`config.mk`:
```
export PLATFORM = sky130hd
export DESIGN_NAME = countdown_timer
export DESIGN_NICKNAME = d
export VERILOG_FILES = /design/src/rtl/countdown_timer.sv
export SDC_FILE = /design/constraint.sdc
export NUM_CORES = 1
export LEC_CHECK = 0
export BUFFER_PORTS_ARGS = -buffer_cell sky130_fd_sc_hd__buf_2
export CAP_MARGIN = 25
export CELL_PAD_IN_SITES_DETAIL_PLACEMENT = 1
export CELL_PAD_IN_SITES_GLOBAL_PLACEMENT = 1
export CORE_MARGIN = 5
export CORE_UTILIZATION = 48
export DETAILED_ROUTE_END_ITERATION = 8
export GPL_TIMING_DRIVEN = 0
export HOLD_SLACK_MARGIN = 0.05
export PLACE_DENSITY = 0.9
export SLEW_MARGIN = 20
export SYNTH_ARGS = -nofsm -noshare
export SYNTH_HDL_FRONTEND = slang
export SYNTH_SLANG_ARGS = --single-unit
```
`constraint.sdc`:
```
create_clock -name clk -period 5.6 [get_ports clk]
set_input_delay 0.84 -clock clk [delete_from_list [all_inputs] [get_ports clk]]
set_output_delay 0.84 -clock clk [all_outputs]
set_load 0.01 [all_outputs]
```
`src/rtl/countdown_timer.sv`:
```
// Match-clock BCD down-counter with start/pause/resume control and time-up pulse.
// Optional blinking low-time warning is built only when COUNTDOWN_WARN_EN is defined.
module countdown_timer #(
    parameter int DIGITS        = 2,
    parameter int TICKS_PER_SEC = 50000000,
    parameter int WARN_LEVEL    = 10
) (
    input  logic                  clk,
    input  logic                  resetN,
    input  logic                  loadN,
    input  logic [4*DIGITS-1:0]   load_value,
    input  logic                  start,
    input  logic                  pause,
    output logic [4*DIGITS-1:0]   count,
    output logic                  running,
    output logic                  time_up,
    output logic                  expired,
    output logic                  warn
);

    localparam int PS_W = (TICKS_PER_SEC > 2) ? $clog2(TICKS_PER_SEC) : 1;
    localparam logic [PS_W-1:0] PS_LAST = PS_W'(TICKS_PER_SEC - 1);

    typedef enum logic [1:0] {
        IDLE    = 2'd0,
        RUN     = 2'd1,
        PAUSED  = 2'd2,
        EXPIRED = 2'd3
    } state_t;

    state_t              state, state_nxt;
    logic [PS_W-1:0]     prescaler, prescaler_nxt;
    logic [4*DIGITS-1:0] count_nxt;
    logic                time_up_nxt;

    // Digits above 9 are forced to 9 so the counter never holds a non-BCD value.
    function automatic logic [4*DIGITS-1:0] bcd_clamp(input logic [4*DIGITS-1:0] v);
        logic [4*DIGITS-1:0] r;
        r = v;
        for (int i = 0; i < DIGITS; i++) begin
            if (v[4*i +: 4] > 4'd9) r[4*i +: 4] = 4'd9;
        end
        return r;
    endfunction

    function automatic logic [4*DIGITS-1:0] bcd_dec(input logic [4*DIGITS-1:0] v);
        logic [4*DIGITS-1:0] r;
        logic                borrow;
        r      = v;
        borrow = 1'b1;
        for (int i = 0; i < DIGITS; i++) begin
            if (borrow) begin
                if (v[4*i +: 4] == 4'd0) begin
                    r[4*i +: 4] = 4'd9;
                end else begin
                    r[4*i +: 4] = v[4*i +: 4] - 4'd1;
                    borrow      = 1'b0;
                end
            end
        end
        return r;
    endfunction

    always_ff @(posedge clk or negedge resetN) begin
        if (!resetN) begin
            state     <= IDLE;
            prescaler <= '0;
            count     <= '0;
            time_up   <= 1'b0;
            running   <= 1'b0;
            expired   <= 1'b0;
        end else begin
            state     <= state_nxt;
            prescaler <= prescaler_nxt;
            count     <= count_nxt;
            time_up   <= time_up_nxt;
            running   <= (state_nxt == RUN);
            expired   <= (state_nxt == EXPIRED);
        end
    end

    // Priority: load > pause > start > tick. Pause freezes the prescaler so a resume loses no time.
    always_comb begin
        state_nxt     = state;
        prescaler_nxt = prescaler;
        count_nxt     = count;
        time_up_nxt   = 1'b0;
        if (!loadN) begin
            count_nxt     = bcd_clamp(load_value);
            prescaler_nxt = '0;
            state_nxt     = IDLE;
        end else begin
            case (state)
                IDLE: begin
                    if (!pause && start && (count != '0)) state_nxt = RUN;
                end
                RUN: begin
                    if (pause) begin
                        state_nxt = PAUSED;
                    end else if (prescaler == PS_LAST) begin
                        prescaler_nxt = '0;
                        count_nxt     = bcd_dec(count);
                        if (count_nxt == '0) begin
                            state_nxt   = EXPIRED;
                            time_up_nxt = 1'b1;
                        end
                    end else begin
                        prescaler_nxt = prescaler + PS_W'(1);
                    end
                end
                PAUSED: begin
                    if (start && !pause) state_nxt = RUN;
                end
                EXPIRED: begin
                    state_nxt = EXPIRED;
                end
            endcase
        end
    end

`ifdef COUNTDOWN_WARN_EN
    function automatic int bcd_to_int(input logic [4*DIGITS-1:0] v);
        int r;
        r = 0;
        for (int i = DIGITS - 1; i >= 0; i--) begin
            r = r * 10 + int'(v[4*i +: 4]);
        end
        return r;
    endfunction

    function automatic logic in_warn_range(input logic [4*DIGITS-1:0] v);
        return (v != '0) && (bcd_to_int(v) <= WARN_LEVEL);
    endfunction

    logic warn_nxt;
    logic active_now, active_nxt;

    assign active_now = (state == RUN) || (state == PAUSED);
    assign active_nxt = (state_nxt == RUN) || (state_nxt == PAUSED);

    // Blink starts high on the first in-range value, then flips on each decrement.
    always_comb begin
        warn_nxt = 1'b0;
        if (state_nxt == EXPIRED) begin
            warn_nxt = 1'b1;
        end else if (active_nxt && in_warn_range(count_nxt)) begin
            if (!(active_now && in_warn_range(count))) warn_nxt = 1'b1;
            else if (count_nxt != count)               warn_nxt = ~warn;
            else                                       warn_nxt = warn;
        end
    end

    always_ff @(posedge clk or negedge resetN) begin
        if (!resetN) warn <= 1'b0;
        else         warn <= warn_nxt;
    end
`else
    // WARN_LEVEL only matters when the blink logic is built.
    logic unused_warn_cfg;
    assign unused_warn_cfg = (WARN_LEVEL < 0);
    assign warn = 1'b0;
`endif

endmodule

```
# Word-level counts from Yosys, hierarchy flattened
# Cells that the tools add are included.
# Widths: inputs -> output; s select.
dict set report totals {
  reg_bits 39
  wordCells 68
  in_bits 13
  out_inout_bits 12
}
dict set report op_classes {
  n_addsub 3
  muxes 38
  reduce_logical 10
  eq_ne 9
  n_lt_le_gt_ge 2
}
# op n
set ops {}
lappend ops {{$mux 26} 4}
lappend ops {{$mux 4} 13}
lappend ops {{$mux 8} 4}
lappend ops {{$add 26x1->26 const B} 1}
lappend ops {{$eq 26x26->1 const B} 1}
lappend ops {{$mux 2} 6}
lappend ops {{$mux 1} 10}
lappend ops {{$gt 4x4->1 const B} 2}
lappend ops {{$logic_not 4->1} 2}
lappend ops {{$logic_not 8->1} 1}
lappend ops {{$pmux 2 s4} 1}
lappend ops {{$reduce_bool 8->1} 1}
lappend ops {{$sub 4x1->4 const B} 2}
lappend ops {{$eq 2x2->1 const B} 3}
lappend ops {{$eq 2x1->1 const B} 2}
lappend ops {{$ne 2x1->1 const B} 2}
lappend ops {{$reduce_and 3->1} 1}
lappend ops {{$logic_and 1x1->1} 2}
lappend ops {{$logic_not 2->1} 1}
lappend ops {{$ne 2x2->1 const B} 1}
lappend ops {{$reduce_and 2->1} 1}
lappend ops {{$logic_not 1->1} 1}

# Longest topological paths before layout
dict set report depth {
  word_depth 18
  mapped_depth 7
}

# Least setup slack after synthesis
# Ideal clock, no wire load.
dict set report synth_path {
  path_kind {in2reg}
  from {input port pause}
  to {register prescaler[25]}
  arrival_ns 2.283
  stages 6
  setup_time_ns 0.121
  setup_slack_ns 3.196
  path_cell_list {or3b_1 > buf_6 > a2111oi_4 > nand4_1 > xor2_1 > nor2_2}
}
dict set report synth_via {
  elab_chain_cells 2
}
# item line
set synth_lines {}
lappend synth_lines {{start, declared} 13} ;# input logic pause,
lappend synth_lines {{$ne 2x2->1 (no line)} -}
lappend synth_lines {{$reduce_and 2->1 (no line)} -}
lappend synth_lines {{end signal, assigned} 74} ;# prescaler <= prescaler_nxt;
lappend synth_lines {{end, declared} 32} ;# logic [PS_W-1:0] prescaler, prescaler_nxt;
# Every way passes these cells.
# A chain may end at the register's enable or synchronous reset.

# Final worst setup path
dict set report layout_path {
  from {input port pause}
  to {register prescaler[15]}
}
# The elaborated chain is that of the path after synthesis.

==> out/qor.yml <==
port_buffers: 22
rows: 24
synth_edf_count: 0
yosys.area.top_type: "dfrtp_1"
grtUsageTotal: 0.189
worstMarginPinSlew_ns: 0.888
die_h_um: 76.3
nets: 266
drive_above_1_share: 0.171
io_pins: 25
dp_hpwl_um: 3580
fin_crit_ns: 2.55
netlist_instances: 223
clkLatencyLatePin_ns: 0.30
status: "finished, final reports clean"
setup-violations-final: 0
fin_crit_sh: 0.455
post_cts_buffers: 0
num_vias: 1742
yosysSeqAreaShare: 0.462
syn_avg_cell_area_um2: 9.47
initial_utilization: 0.488
critPathKind: "input port to flop"
overflow: 0
drtAntennaViolNets: 0
finalMaxSlewViolations: 0
place_area_um2: 2290
slew_headroom: 0.408
syn-cell-area_um2: 2110
p_seq_frac: 0.549
antenna_found_initial: 0
max_clock_freq_mhz: 393
ys_types: 45
vias_per_cell: 5.73
p_switching_w: 0.000138
yosysWarnings: 0
clockBufferDepth: 2
rsz0062_at_grt: "no"
synth_top_area_frac: 0.462
fin_tns_setup_ns: 0
cap_violations: 0
pwr-share-clk: 0.363
p_comb_frac: 0.088
internal_power_w: 0.000402
diodes: 0
arrival_ns: 2.71
startpoint_type: "input port"
drc_errors: 0
nFillCells: 540
grt_first_pass_wirelength_um: 8940
cts_num_sinks: 39
numCtsBuffers: 5
dieWidth_um: 76.3
ys_ff_latch: 39
routedWlPerCell_um: 16.6
first_iter_violations: 101
dieArea_um2: 5830
powerDensity_nw_per_um2: 228
wl_um: 5040
cts-root-buf: "clkbuf_8"
post_cts_resized: 0
ys.flop_type: "dfrtp_1"
cts_hold_buf: 0
cts.clk_slew.worst_paths_ns: 0.08
cts_tree: "built"
synthArstFlopShare: 1.00
place_congestion: 0.745
finalHoldViolations: 0
grt_max_degree: 40
grt_pass1_vias: 1841
area_delta_synth_final_pct: 12.4
synth.area.top_cells: "dfrtp_1 (46%), xor2_1 (8.3%), nor2_1 (5.2%), nand2_1 (3.2%), nand4_1 (2.7%)"
end_kind: "flop"
vdd.ir_drop.worst_mv: 0.132
design_area_um2: 2370
finClkSkew_ns: 0.00949
required_ns: 5.77
core_um2: 4320
holdCritPathClass: "flop to flop"
syn_nets: 237
path_max_fanout: 10
dr.pass1.iters: 4
ctsHtreeMaxLevel: 2
swShare: 0.256
leakagePower_nw: 1.02
[final cells by class]
cell class / count / area [um^2] / share of cell area
clock inverter: 1 / 5.00 / 0.00211
inverter: 3 / 11.3 / 0.00474
clock buffer: 6 / 82.6 / 0.0348
tap: 52 / 65.1 / 0.0274
timing repair buffer: 22 / 110 / 0.0464
buffer: 10 / 50.0 / 0.0211
multi-input combinational: 171 / 1070 / 0.453
sequential: 39 / 976 / 0.411
[metrics by stage]
stage / util / hold WS [ns] / std cells / power (W) / setup slack, ns
floorplan: - / 0.497 / 223 / 0.000326 / 3.20
global placement: 0.529 / 0.512 / 297 / 0.000348 / 2.77
detailed placement: 0.529 / 0.518 / 297 / 0.000350 / 2.73
CTS: 0.549 / 0.538 / 304 / 0.000545 / 3.03
global route: 0.549 / 0.542 / 304 / 0.000566 / 2.88
finish: 0.549 / 0.534 / 304 / 0.000541 / 3.05
[cells in the mapped netlist, types with 2 or more instances]
library cell	n
nand4b_1	2
nor2b_1	4
nor3_1	5
and3_1	6
clkbuf_1	7
inv_1	3
xnor2_1	4
nor2_2	4
or2_2	3
o21ai_0	9
a21oi_1	11
nand4_1	9
nand3_1	9
xor2_1	20
dfrtp_1	39
mux2i_1	4
nor2_1	29
nor4_1	5
and2_1	3
nor4b_1	2
nand2_1	18
and4_1	4
[critical path: stages]
cell      delay [ns]
buf_2           0.12
nor3b_2         0.54
nand4_2         0.34
o21ai_0         0.32
clkbuf_1        0.43
nor2_1          0.11
[kinds of logic after synthesis]
logic type | count (synthesis) | share of synthesized area
AO/OA/AOI/OAI | 28 | 0.0895
XOR/XNOR | 24 | 0.0995
adder cells (fa/ha/maj) | 1 | 0.00592
buffers and inverters | 13 | 0.0290
flip-flops | 39 | 0.462
multiplexers | 4 | 0.0190
other | 1 | 0.00178
AND/OR/NAND/NOR | 113 | 0.293
[final timing paths]
kind	start	cells past startpoint	slack [ns]	endpoint
max in group asynchronous	resetN	1	4.37	prescaler[0]$_DFFE_PN0P_
worst max register to register	state[1]$_DFF_PN0_	5	3.28	prescaler[15]$_DFFE_PN0P_
worst min-delay path	prescaler[14]$_DFFE_PN0P_	2	0.53	prescaler[14]$_DFFE_PN0P_
min in group asynchronous	resetN	1	0.66	count[5]$_DFFE_PN0P_
worst max-delay path	pause	6	3.05	prescaler[15]$_DFFE_PN0P_
worst min register to register	prescaler[14]$_DFFE_PN0P_	2	0.53	prescaler[14]$_DFFE_PN0P_
[cell usage in the layout (no fill, tap or decap), types with 2 or more instances in the layout]
| cell type | n |
|---|---|
| xor2_1 | 20 |
| nand2_1 | 18 |
| buf_2 | 23 |
| nor3_1 | 5 |
| and4_1 | 4 |
| inv_1 | 3 |
| nand4b_1 | 2 |
| and2_1 | 3 |
| nor4b_1 | 2 |
| and3_1 | 6 |
| nand3_1 | 9 |
| nor2_1 | 29 |
| clkbuf_1 | 7 |
| dfrtp_1 | 39 |
| xnor2_1 | 4 |
| nor2b_1 | 4 |
| nor2_2 | 4 |
| or2_2 | 3 |
| mux2i_1 | 4 |
| a21oi_1 | 11 |
| nand4_1 | 9 |
| o21ai_0 | 9 |
| nor4_1 | 5 |
| clkbuf_8 | 6 |
[power by group through the flow]
| stage | clock, W | sequential [W] | combinational, W |
|---|---|---|---|
| 2_1_floorplan | 0 | 0.000303 | 0.0000229 |
| 3_3_place_gp | 0 | 0.000302 | 0.0000466 |
| 3_5_place_dp | 0 | 0.000302 | 0.0000481 |
| 4_1_cts | 0.000200 | 0.000297 | 0.0000487 |
| 5_1_grt | 0.000214 | 0.000298 | 0.0000540 |
| 6_report | 0.000196 | 0.000297 | 0.0000476 |
[state kept, by name, indices dropped and copies added (netlist names)]
signal,flops
running,1
count,8
state,2
prescaler,26
time_up,1
expired,1
[routing by layer]
metal | GRT usage | up-vias | routed length, um
met5 | 0 | - | 0
met4 | 0.0629 | 0 | 81
met3 | 0.0402 | 6 | 161
met2 | 0.307 | 22 | 2440
met1 | 0.250 | 878 | 2360
li1 | - | 836 | -
Note: power is estimated with default switching activity, not from simulation.
